## config.mk

```make
export PLATFORM = sky130hd
export DESIGN_NAME = led_frame_ctrl_flat
export DESIGN_NICKNAME = d
export VERILOG_FILES = /design/src/rtl/led_frame_ctrl_if.sv /design/src/rtl/led_frame_ctrl.sv /design/src/flat_wrapper.sv
export SDC_FILE = /design/constraint.sdc
export NUM_CORES = 1
export LEC_CHECK = 0
export ABC_AREA = 1
export CORE_MARGIN = 4
export CORE_UTILIZATION = 60
export DETAILED_ROUTE_END_ITERATION = 10
export PLACE_DENSITY = 0.78
export SETUP_SLACK_MARGIN = 0.3
export SLEW_MARGIN = 20
export SYNTH_ARGS = -nofsm -noshare
export SYNTH_HDL_FRONTEND = slang
export SYNTH_SLANG_ARGS = --single-unit
```

## constraint.sdc

```tcl
create_clock -name clk -period 4.9 [get_ports clk]
set_clock_uncertainty 0.05 [all_clocks]
set_input_delay 0.735 -clock clk [delete_from_list [all_inputs] [get_ports clk]]
set_output_delay 0.735 -clock clk [all_outputs]
set_load 0.02 [all_outputs]
```

## src/rtl/led_frame_ctrl_if.sv

```systemverilog
// UART-command / scanner bus for led_frame_ctrl: receive strobe and byte, scanner frame pulse
// and read port, plus the controller status outputs.
interface led_frame_ctrl_if #(
  parameter int unsigned NCOLS = 16
);
  localparam int unsigned COL_W = $clog2(NCOLS);

  logic             rx_dv;
  logic [7:0]       rx_byte;
  logic             frame_done;
  logic [COL_W-1:0] scan_col;
  logic [7:0]       scan_data;
  logic [2:0]       rgb;
  logic             swap_pending;
  logic             busy;
  logic             cmd_err;

  modport master (
    output rx_dv, rx_byte, frame_done, scan_col,
    input  scan_data, rgb, swap_pending, busy, cmd_err
  );

  modport slave (
    input  rx_dv, rx_byte, frame_done, scan_col,
    output scan_data, rgb, swap_pending, busy, cmd_err
  );
endinterface

```

## src/rtl/led_frame_ctrl.sv

```systemverilog
// Command sequencer between the UART receiver and the LED panel scanner.
// Double-buffered frame store: UART commands fill the back bank, banks swap on frame_done.
module led_frame_ctrl #(
  parameter int unsigned NCOLS     = 16,
  parameter logic [2:0]  RGB_RESET = 3'b101
) (
  input  logic          clk,
  input  logic          reset,
  led_frame_ctrl_if.slave bus
);

  localparam int unsigned COL_W = $clog2(NCOLS);
  localparam logic [COL_W-1:0] LAST_COL = COL_W'(NCOLS - 1);

  typedef enum logic [1:0] {
    IDLE        = 2'd0,
    WR_COL_DATA = 2'd1,
    WR_ALL_DATA = 2'd2,
    CLEAR       = 2'd3
  } state_e;

  state_e           state_q, state_d;
  logic [COL_W-1:0] col_q, col_d;
  logic [COL_W-1:0] idx_q, idx_d;
  logic [2:0]       rgb_q, rgb_d;
  logic [2:0]       rgb_staged_q, rgb_staged_d;
  logic             swap_pending_q, swap_pending_d;
  logic             disp_sel_q, disp_sel_d;
  logic             cmd_err_q, cmd_err_d;

  logic [7:0]       bank_q [2][NCOLS];

  logic             wr_en;
  logic [COL_W-1:0] wr_addr;
  logic [7:0]       wr_data;
  logic             swap_cmd;
  logic             take_swap;

  // State and control registers
  always_ff @(posedge clk) begin
    if (reset) begin
      state_q        <= IDLE;
      col_q          <= '0;
      idx_q          <= '0;
      rgb_q          <= RGB_RESET;
      rgb_staged_q   <= RGB_RESET;
      swap_pending_q <= 1'b0;
      disp_sel_q     <= 1'b0;
      cmd_err_q      <= 1'b0;
    end else begin
      state_q        <= state_d;
      col_q          <= col_d;
      idx_q          <= idx_d;
      rgb_q          <= rgb_d;
      rgb_staged_q   <= rgb_staged_d;
      swap_pending_q <= swap_pending_d;
      disp_sel_q     <= disp_sel_d;
      cmd_err_q      <= cmd_err_d;
    end
  end

  // Frame store; the back bank is taken from the pre-swap disp_sel
  always_ff @(posedge clk) begin
    if (reset) begin
      for (int b = 0; b < 2; b++) begin
        for (int c = 0; c < int'(NCOLS); c++) begin
          bank_q[b][c] <= '0;
        end
      end
    end else if (wr_en) begin
      bank_q[~disp_sel_q][wr_addr] <= wr_data;
    end
  end

  // Command decode, data sequencing and swap control
  always_comb begin
    state_d        = state_q;
    col_d          = col_q;
    idx_d          = idx_q;
    rgb_d          = rgb_q;
    rgb_staged_d   = rgb_staged_q;
    swap_pending_d = swap_pending_q;
    disp_sel_d     = disp_sel_q;
    cmd_err_d      = 1'b0;
    wr_en          = 1'b0;
    wr_addr        = '0;
    wr_data        = '0;
    swap_cmd       = 1'b0;
    take_swap      = 1'b0;

    unique case (state_q)
      IDLE: begin
        if (bus.rx_dv) begin
          if (bus.rx_byte[7:4] == 4'h8) begin
            col_d   = COL_W'(bus.rx_byte[3:0]);
            state_d = WR_COL_DATA;
          end else if (bus.rx_byte == 8'h90) begin
            idx_d   = '0;
            state_d = WR_ALL_DATA;
          end else if (bus.rx_byte[7:3] == 5'b10100) begin
            rgb_staged_d = bus.rx_byte[2:0];
          end else if (bus.rx_byte == 8'hB0) begin
            swap_cmd = 1'b1;
          end else if (bus.rx_byte == 8'hC0) begin
            idx_d   = '0;
            state_d = CLEAR;
          end else begin
            cmd_err_d = 1'b1;
          end
        end
      end

      WR_COL_DATA: begin
        if (bus.rx_dv) begin
          wr_en   = 1'b1;
          wr_addr = col_q;
          wr_data = bus.rx_byte;
          state_d = IDLE;
        end
      end

      WR_ALL_DATA: begin
        if (bus.rx_dv) begin
          wr_en   = 1'b1;
          wr_addr = idx_q;
          wr_data = bus.rx_byte;
          if (idx_q == LAST_COL) begin
            state_d = IDLE;
          end else begin
            idx_d = idx_q + COL_W'(1);
          end
        end
      end

      CLEAR: begin
        // Clear runs autonomously; any byte arriving now is lost
        wr_en     = 1'b1;
        wr_addr   = idx_q;
        wr_data   = '0;
        cmd_err_d = bus.rx_dv;
        if (idx_q == LAST_COL) begin
          state_d = IDLE;
        end else begin
          idx_d = idx_q + COL_W'(1);
        end
      end

      default: state_d = IDLE;
    endcase

    // A swap only uses a request already pending before this frame_done
    take_swap = bus.frame_done && swap_pending_q;
    if (take_swap) begin
      disp_sel_d     = ~disp_sel_q;
      rgb_d          = rgb_staged_q;
      swap_pending_d = 1'b0;
    end
    if (swap_cmd) begin
      swap_pending_d = 1'b1;
    end
  end

  assign bus.scan_data    = bank_q[disp_sel_q][bus.scan_col];
  assign bus.rgb          = rgb_q;
  assign bus.swap_pending = swap_pending_q;
  assign bus.busy         = (state_q != IDLE);
  assign bus.cmd_err      = cmd_err_q;

endmodule

```

## src/flat_wrapper.sv

```systemverilog
// flat-port wrapper written by rule: the top's interface ports become plain ports
module led_frame_ctrl_flat 
#(
  parameter int unsigned NCOLS     = 16,
  parameter logic [2:0]  RGB_RESET = 3'b101
)
  (clk, reset, bus_rx_dv, bus_rx_byte, bus_frame_done, bus_scan_col, bus_scan_data, bus_rgb, bus_swap_pending, bus_busy, bus_cmd_err);
  led_frame_ctrl_if #(.NCOLS(NCOLS)) bus_i ();
  input  logic clk;
  input  logic reset;
  input wire logic [$bits(bus_i.rx_dv)-1:0] bus_rx_dv;
  input wire logic [$bits(bus_i.rx_byte)-1:0] bus_rx_byte;
  input wire logic [$bits(bus_i.frame_done)-1:0] bus_frame_done;
  input wire logic [$bits(bus_i.scan_col)-1:0] bus_scan_col;
  output wire logic [$bits(bus_i.scan_data)-1:0] bus_scan_data;
  output wire logic [$bits(bus_i.rgb)-1:0] bus_rgb;
  output wire logic [$bits(bus_i.swap_pending)-1:0] bus_swap_pending;
  output wire logic [$bits(bus_i.busy)-1:0] bus_busy;
  output wire logic [$bits(bus_i.cmd_err)-1:0] bus_cmd_err;
  assign bus_i.rx_dv = bus_rx_dv;
  assign bus_i.rx_byte = bus_rx_byte;
  assign bus_i.frame_done = bus_frame_done;
  assign bus_i.scan_col = bus_scan_col;
  assign bus_scan_data = bus_i.scan_data;
  assign bus_rgb = bus_i.rgb;
  assign bus_swap_pending = bus_i.swap_pending;
  assign bus_busy = bus_i.busy;
  assign bus_cmd_err = bus_i.cmd_err;
  led_frame_ctrl #(.NCOLS(NCOLS), .RGB_RESET(RGB_RESET)) u_core (.clk(clk), .reset(reset), .bus(bus_i));
endmodule
```

### Word level (Yosys, flattened, before mapping)

Memory sizes are Yosys's and may differ from the RTL's. A register that Yosys moved wholly into a read port is not among the register bits.
Cells that the tools add are included.

| storage, ports and cells | value |
|---|---|
| flip-flop bits (word level) | 19 |
| memories | 1 |
| bits in read-only memories | 0 |
| word-level logic and storage cells | 105 |
| latch bits | 0 |
| input port bits | 16 |
| bits in writable memories | 256 |
| output and inout bits | 14 |

| cells by class | value |
|---|---|
| add/subtract/negate cells | 1 |
| equality and inequality tests | 19 |
| $mul | 0 |
| order comparisons | 3 |
| bitwise operators | 5 |
| reduce and logical (&&, ||, !) cells | 12 |
| shift-type cells | 0 |
| mux-type cells | 56 |
| div/mod/pow operators | 0 |

Memory list:

| name | depth | bits a word | read ports | clocked after memory_dff | write ports | line | RTL |
|---|---|---|---|---|---|---|---|
| u_core.bank_q | 2 | 128 | 1 | 1 | 2 | led_frame_ctrl.sv:31 | `logic [7:0] bank_q [2][NCOLS];` |

Operator list:

| operator | count |
|---|---|
| 2-to-1 mux 128 bit | 3 |
| OR reduction 128 bit | 1 |
| 2-to-1 mux 4 bit | 10 |
| 2-to-1 mux 8 bit | 5 |
| binary-select mux 8 bit (select 4 bit) | 1 |
| demux 8 bit (select 4 bit) | 1 |
| == test 8 bit, second input constant | 3 |
| one-hot mux 4 bit (3 select lines) | 2 |
| 2-to-1 mux 1 bit | 22 |
| 2-to-1 mux 2 bit | 9 |
| >= comparator 5 bit, second input constant | 2 |
| inverter 4 -> 5 bit | 2 |
| == test 4 bit, second input constant | 2 |
| inequality test 2 bit, second input constant | 4 |
| inequality test 4 x 2 -> 1 bit, second input constant | 2 |
| one-hot mux 2 bit (4 select lines) | 1 |
| AND reduction 7 bit | 1 |
| inequality test 3 x 2 -> 1 bit, second input constant | 2 |
| AND reduction 6 bit | 1 |
| == test 5 bit, second input constant | 1 |
| less-than comparator 5 x 1 -> 1 bit, second input constant | 1 |
| AND reduction 5 bit | 1 |
| adder 4 x 1 -> 4 bit, second input constant | 1 |
| == test 2 bit, second input constant | 2 |
| other kinds (11) | 16 |

### Logic depth before layout (Yosys ltp)

| logic depth | value |
|---|---|
| depth after elaboration | 10 |
| mapped depth | 11 |
| depth with buffers taken out | 11 |

### Least setup slack after synthesis

No wires, ideal clock.

| timing path | value |
|---|---|
| path kind | input port to flip-flop |
| start point | input reset |
| end point | memory u_core.bank_q[1][16] (netlist name), enable pin |
| setup slack | 2304 ps |
| arrival | 2170 ps |
| data required time | 4475 ps |
| buffers on the path | 2 |
| cell stages on the path | 9 |
| setup time | 375 ps |
| path through | buf_2 nor2_1 nand2_4 buf_6 nor2_4 inv_2 nor2_8 nand2_1 a21oi_1 |

RTL lines:

| element | line | RTL |
|---|---|---|
| from (decl) | flat_wrapper.sv:10 | `input logic reset;` |
| to (decl) | led_frame_ctrl.sv:31 |  |

==> summary.txt <==
Global routing
  • GRT Resource Usage Total: 0.280
  • First-pass GRT wire length: 51,200 µm
  • Largest net degree at the start of global routing: 78
  • Global route overflow: 0
  • Initial antenna violation count: 0
  • Vias in the first global route: 9,148

Critical path
  • Slowest Stage Delay on Critical Path: 0.60 ns
  • Worst Path Required: 4.12 ns
  • Crit-path cells: clkinv_2, buf_4, nand2_1, nand3_1, nand3_1, nand2_1, nand2_1, nand2_1, nand2_1, nand2_1, clkdlybuf4s50_1
  • Reg2Reg Capture Point: u_core.bank_q[1][73]
  • CP Data Arrival Time: 3.24 ns
  • CP max stage cell: clkdlybuf4s50_1
  • CP dominant cell by count: nand2_1
  • CP Class: flip-flop to output port
  • Reg2Reg Launch Point: u_core.state_q[0]
  • Stages on worst setup path: 11
  • Crit start category: flip-flop
  • Crit end category: output port
  • R2R Setup Slk: 1.72 ns
  • Delay-heaviest family, CP: buffers and inverters
  • Crit path max fanout: 64
  • Worst path bufs/invs: 3
  • Crit path to: bus_scan_data[3]
  • Reg2Reg Depth: 10

Cells and area
  • # diodes: 0
  • Nets@finish: 1,358
  • Share of layout cells above drive strength 1: 0.0839
  • Fillers: 1,642
  • Post-route cell area: 14,100 µm²
  • Finished Core Util: 0.673
  • Area delta synth->final: 10.8%

Pwr
  • VDD IR max: 0.268 mV
  • Pwr dens: 377 nW/µm²
  • Sw Share: 0.241
  • Leak: 5.41 nW
  • Clock group share of total power: 0.374
  • Int Power: 4.03 mW
  • P_sw: 1.28 mW
  • Sequential share of power: 0.540
  • Combinational power share: 0.087
  • Total power: 5.31 mW

Outcome
  • Status: finished, final reports clean

Floorplan
  • Io pins: 30
  • Die ar.: 23,600 µm²
  • Row count: 53
  • Initial Util: 0.608
  • Die height: 154 µm
  • Core ar.: 21,000 µm²
  • Die extent in x: 154 µm

Synthesis
  • Most frequent cell after synthesis: nand2_1
  • Cell Area, Synth: 12,700 µm²
  • Unique masters post-synth: 30
  • Syn_area_per_cell: 9.59 µm²
  • Sequential fraction of the synthesis area: 0.635
  • Syn Nets: 1,350
  • Syn Inst Count: 1,328
  • Yosys top cell area share: 0.604
  • Cell taking the most area after synthesis: edfxtp_1
  • Most used DFF post-synth: edfxtp_1
  • Share of flip-flops with an asynchronous set or reset: 0
  • Synth warn: 0
  • Area contributors post-synth: edfxtp_1 (60%), nand2_1 (13%), nand3_1 (8.6%), nor2_1 (5.2%), dfxtp_1 (3.1%)
  • Post-synth EDFFs: 256
  • Post-synth top cells: nand2_1 (445), edfxtp_1 (256), nand3_1 (218), nor2_1 (178), clkbuf_1 (41)
  • Yosys reg bits: 276

Route
  • Drt pass-1 iters: 6
  • DR vias: 9,608
  • Initial drt markers: 960
  • WL final: 33,600 µm
  • DRC: 0
  • DRT antenna net count: 0
  • DR WL/cell: 20.6 µm
  • Via density: 5.88

Run
  • # Max-Cap Violations: 0

Clock network
  • Clock-pin slew on the worst setup and hold paths: 0.06 ns
  • CTS Buf Count: 28
  • Worst-Skew Late Latency: 0.56 ns
  • CTS H-Tree Depth: 1
  • Clock sinks: 276
  • CTS Hold Bufs: 0
  • # resized after CTS: 0
  • Clock buffer depth: 3
  • CTS tree: yes
  • Setup bufs post-CTS: 0
  • CTS root buffer: clkbuf_16

Timing
  • RSZ-0062 raised after global routing: false
  • Least-Margin Pin Slew: 0.948 ns
  • Setup tns final: 0 ns
  • Slew headroom: 0.368
  • Period utilization: 0.822
  • Fin. max-slew vios: 0
  • Max Fclk: 248 MHz
  • Final hold vios: 0
  • Minimum clock period: 4.03 ns
  • Setup violation total in the final timing report: 0

Placed design
  • Port bufs: 29
  • Final GP Congestion: 0.944
  • Dpl cell area: 13,300 µm²
  • HPWL after DPL: 21,100 µm

Hold path
  • Min-Delay Path Class: flip-flop to flip-flop
-- worst min-delay path by stage --
| stage | start | end | cells after the start |
|---|---|---|---|
| final | u_core.col_q[0] | u_core.col_q[0] | 2 |
| after detailed placement | u_core.col_q[0] | u_core.col_q[0] | 2 |
| after global placement | u_core.col_q[0] | u_core.col_q[0] | 2 |
| after floorplan | u_core.col_q[0] | u_core.col_q[0] | 2 |
| after CTS | u_core.col_q[0] | u_core.col_q[0] | 2 |
| after global routing | u_core.rgb_staged_q[1] | u_core.bus.rgb[1] | 2 |
-- flip-flops by register name (all words and copies together) (netlist names), named ones only --
register                 cells
u_core.bank_q              256
u_core.bus.cmd_err           1
u_core.bus.rgb               3
u_core.bus.swap_pending      1
u_core.col_q                 4
u_core.disp_sel_q            1
u_core.idx_q                 4
u_core.rgb_staged_q          3
u_core.state_q               2
-- metal layers --
| layer | part of all wire | track usage | up-vias | wire length (µm) |
|---|---|---|---|---|
| met1 | 0.38 | 0.366 | 4511 | 12700 |
| met4 | 0.033 | 0.0967 | 0 | 1120 |
| met2 | 0.49 | 0.475 | 547 | 16500 |
| met5 | 0 | 0 | - | 0 |
| li1 | - | - | 4471 | - |
| met3 | 0.097 | 0.0524 | 79 | 3250 |
-- cells in the final DEF, fill, tap and decap left out, types with 11 or more instances in the layout --
cell type        Yosys  layout
a21oi_1             26      26
buf_4                0      17
clkbuf_16            0      28
clkdlybuf4s50_1      0      28
dfxtp_1             20      19
edfxtp_1           256     256
inv_1               38      37
inv_2               12      12
nand2_1            445     445
nand2_2             11      11
nand3_1            218     218
nor2_1             178     178
-- stage by stage --
step	setup slack, ns	hold WS [ns]	std cells
6_report	0.871	0.396	1633
4_1_cts	0.874	0.397	1633
2_1_floorplan	2.30	0.374	1328
5_1_grt	0.710	0.424	1633
3_3_place_gp	0.993	0.383	1581
3_5_place_dp	1.01	0.387	1581
-- tightest hold or removal path: stages, from the launching register on --
cell	delay, ns
dfxtp_1	0.31
inv_1	0.05
a21oi_1	0.05
-- kinds of logic after synthesis --
| group | Yosys count | share of synthesized area |
|---|---|---|
| and+or+nand+nor | 887 | 0.306 |
| DFF | 276 | 0.635 |
| buffers and inverters | 123 | 0.0389 |
| AOI/OAI and AO/OA | 36 | 0.0144 |
| adders and majority gates | 6 | 0.00590 |
-- power by group through the flow --
stage,registers (mW),clock network (mW),logic (mW)
floorplan,2.89,0,0.299
global placement,2.90,0,0.449
detailed placement,2.91,0,0.455
CTS,2.86,1.99,0.458
global route,2.88,2.11,0.503
finish,2.87,1.98,0.462
-- layout make-up --
cell class / count / area, µm² / area share
clock inverters: 12 / 72.6 / 0.00514
clock buffers: 40 / 776 / 0.0550
well taps: 275 / 344 / 0.0244
multi-input cells: 929 / 4170 / 0.296
inverters: 53 / 200 / 0.0142
flip-flops and latches: 276 / 8090 / 0.574
repair buffers: 48 / 453 / 0.0321
Note: power is estimated with default switching activity, not from simulation.
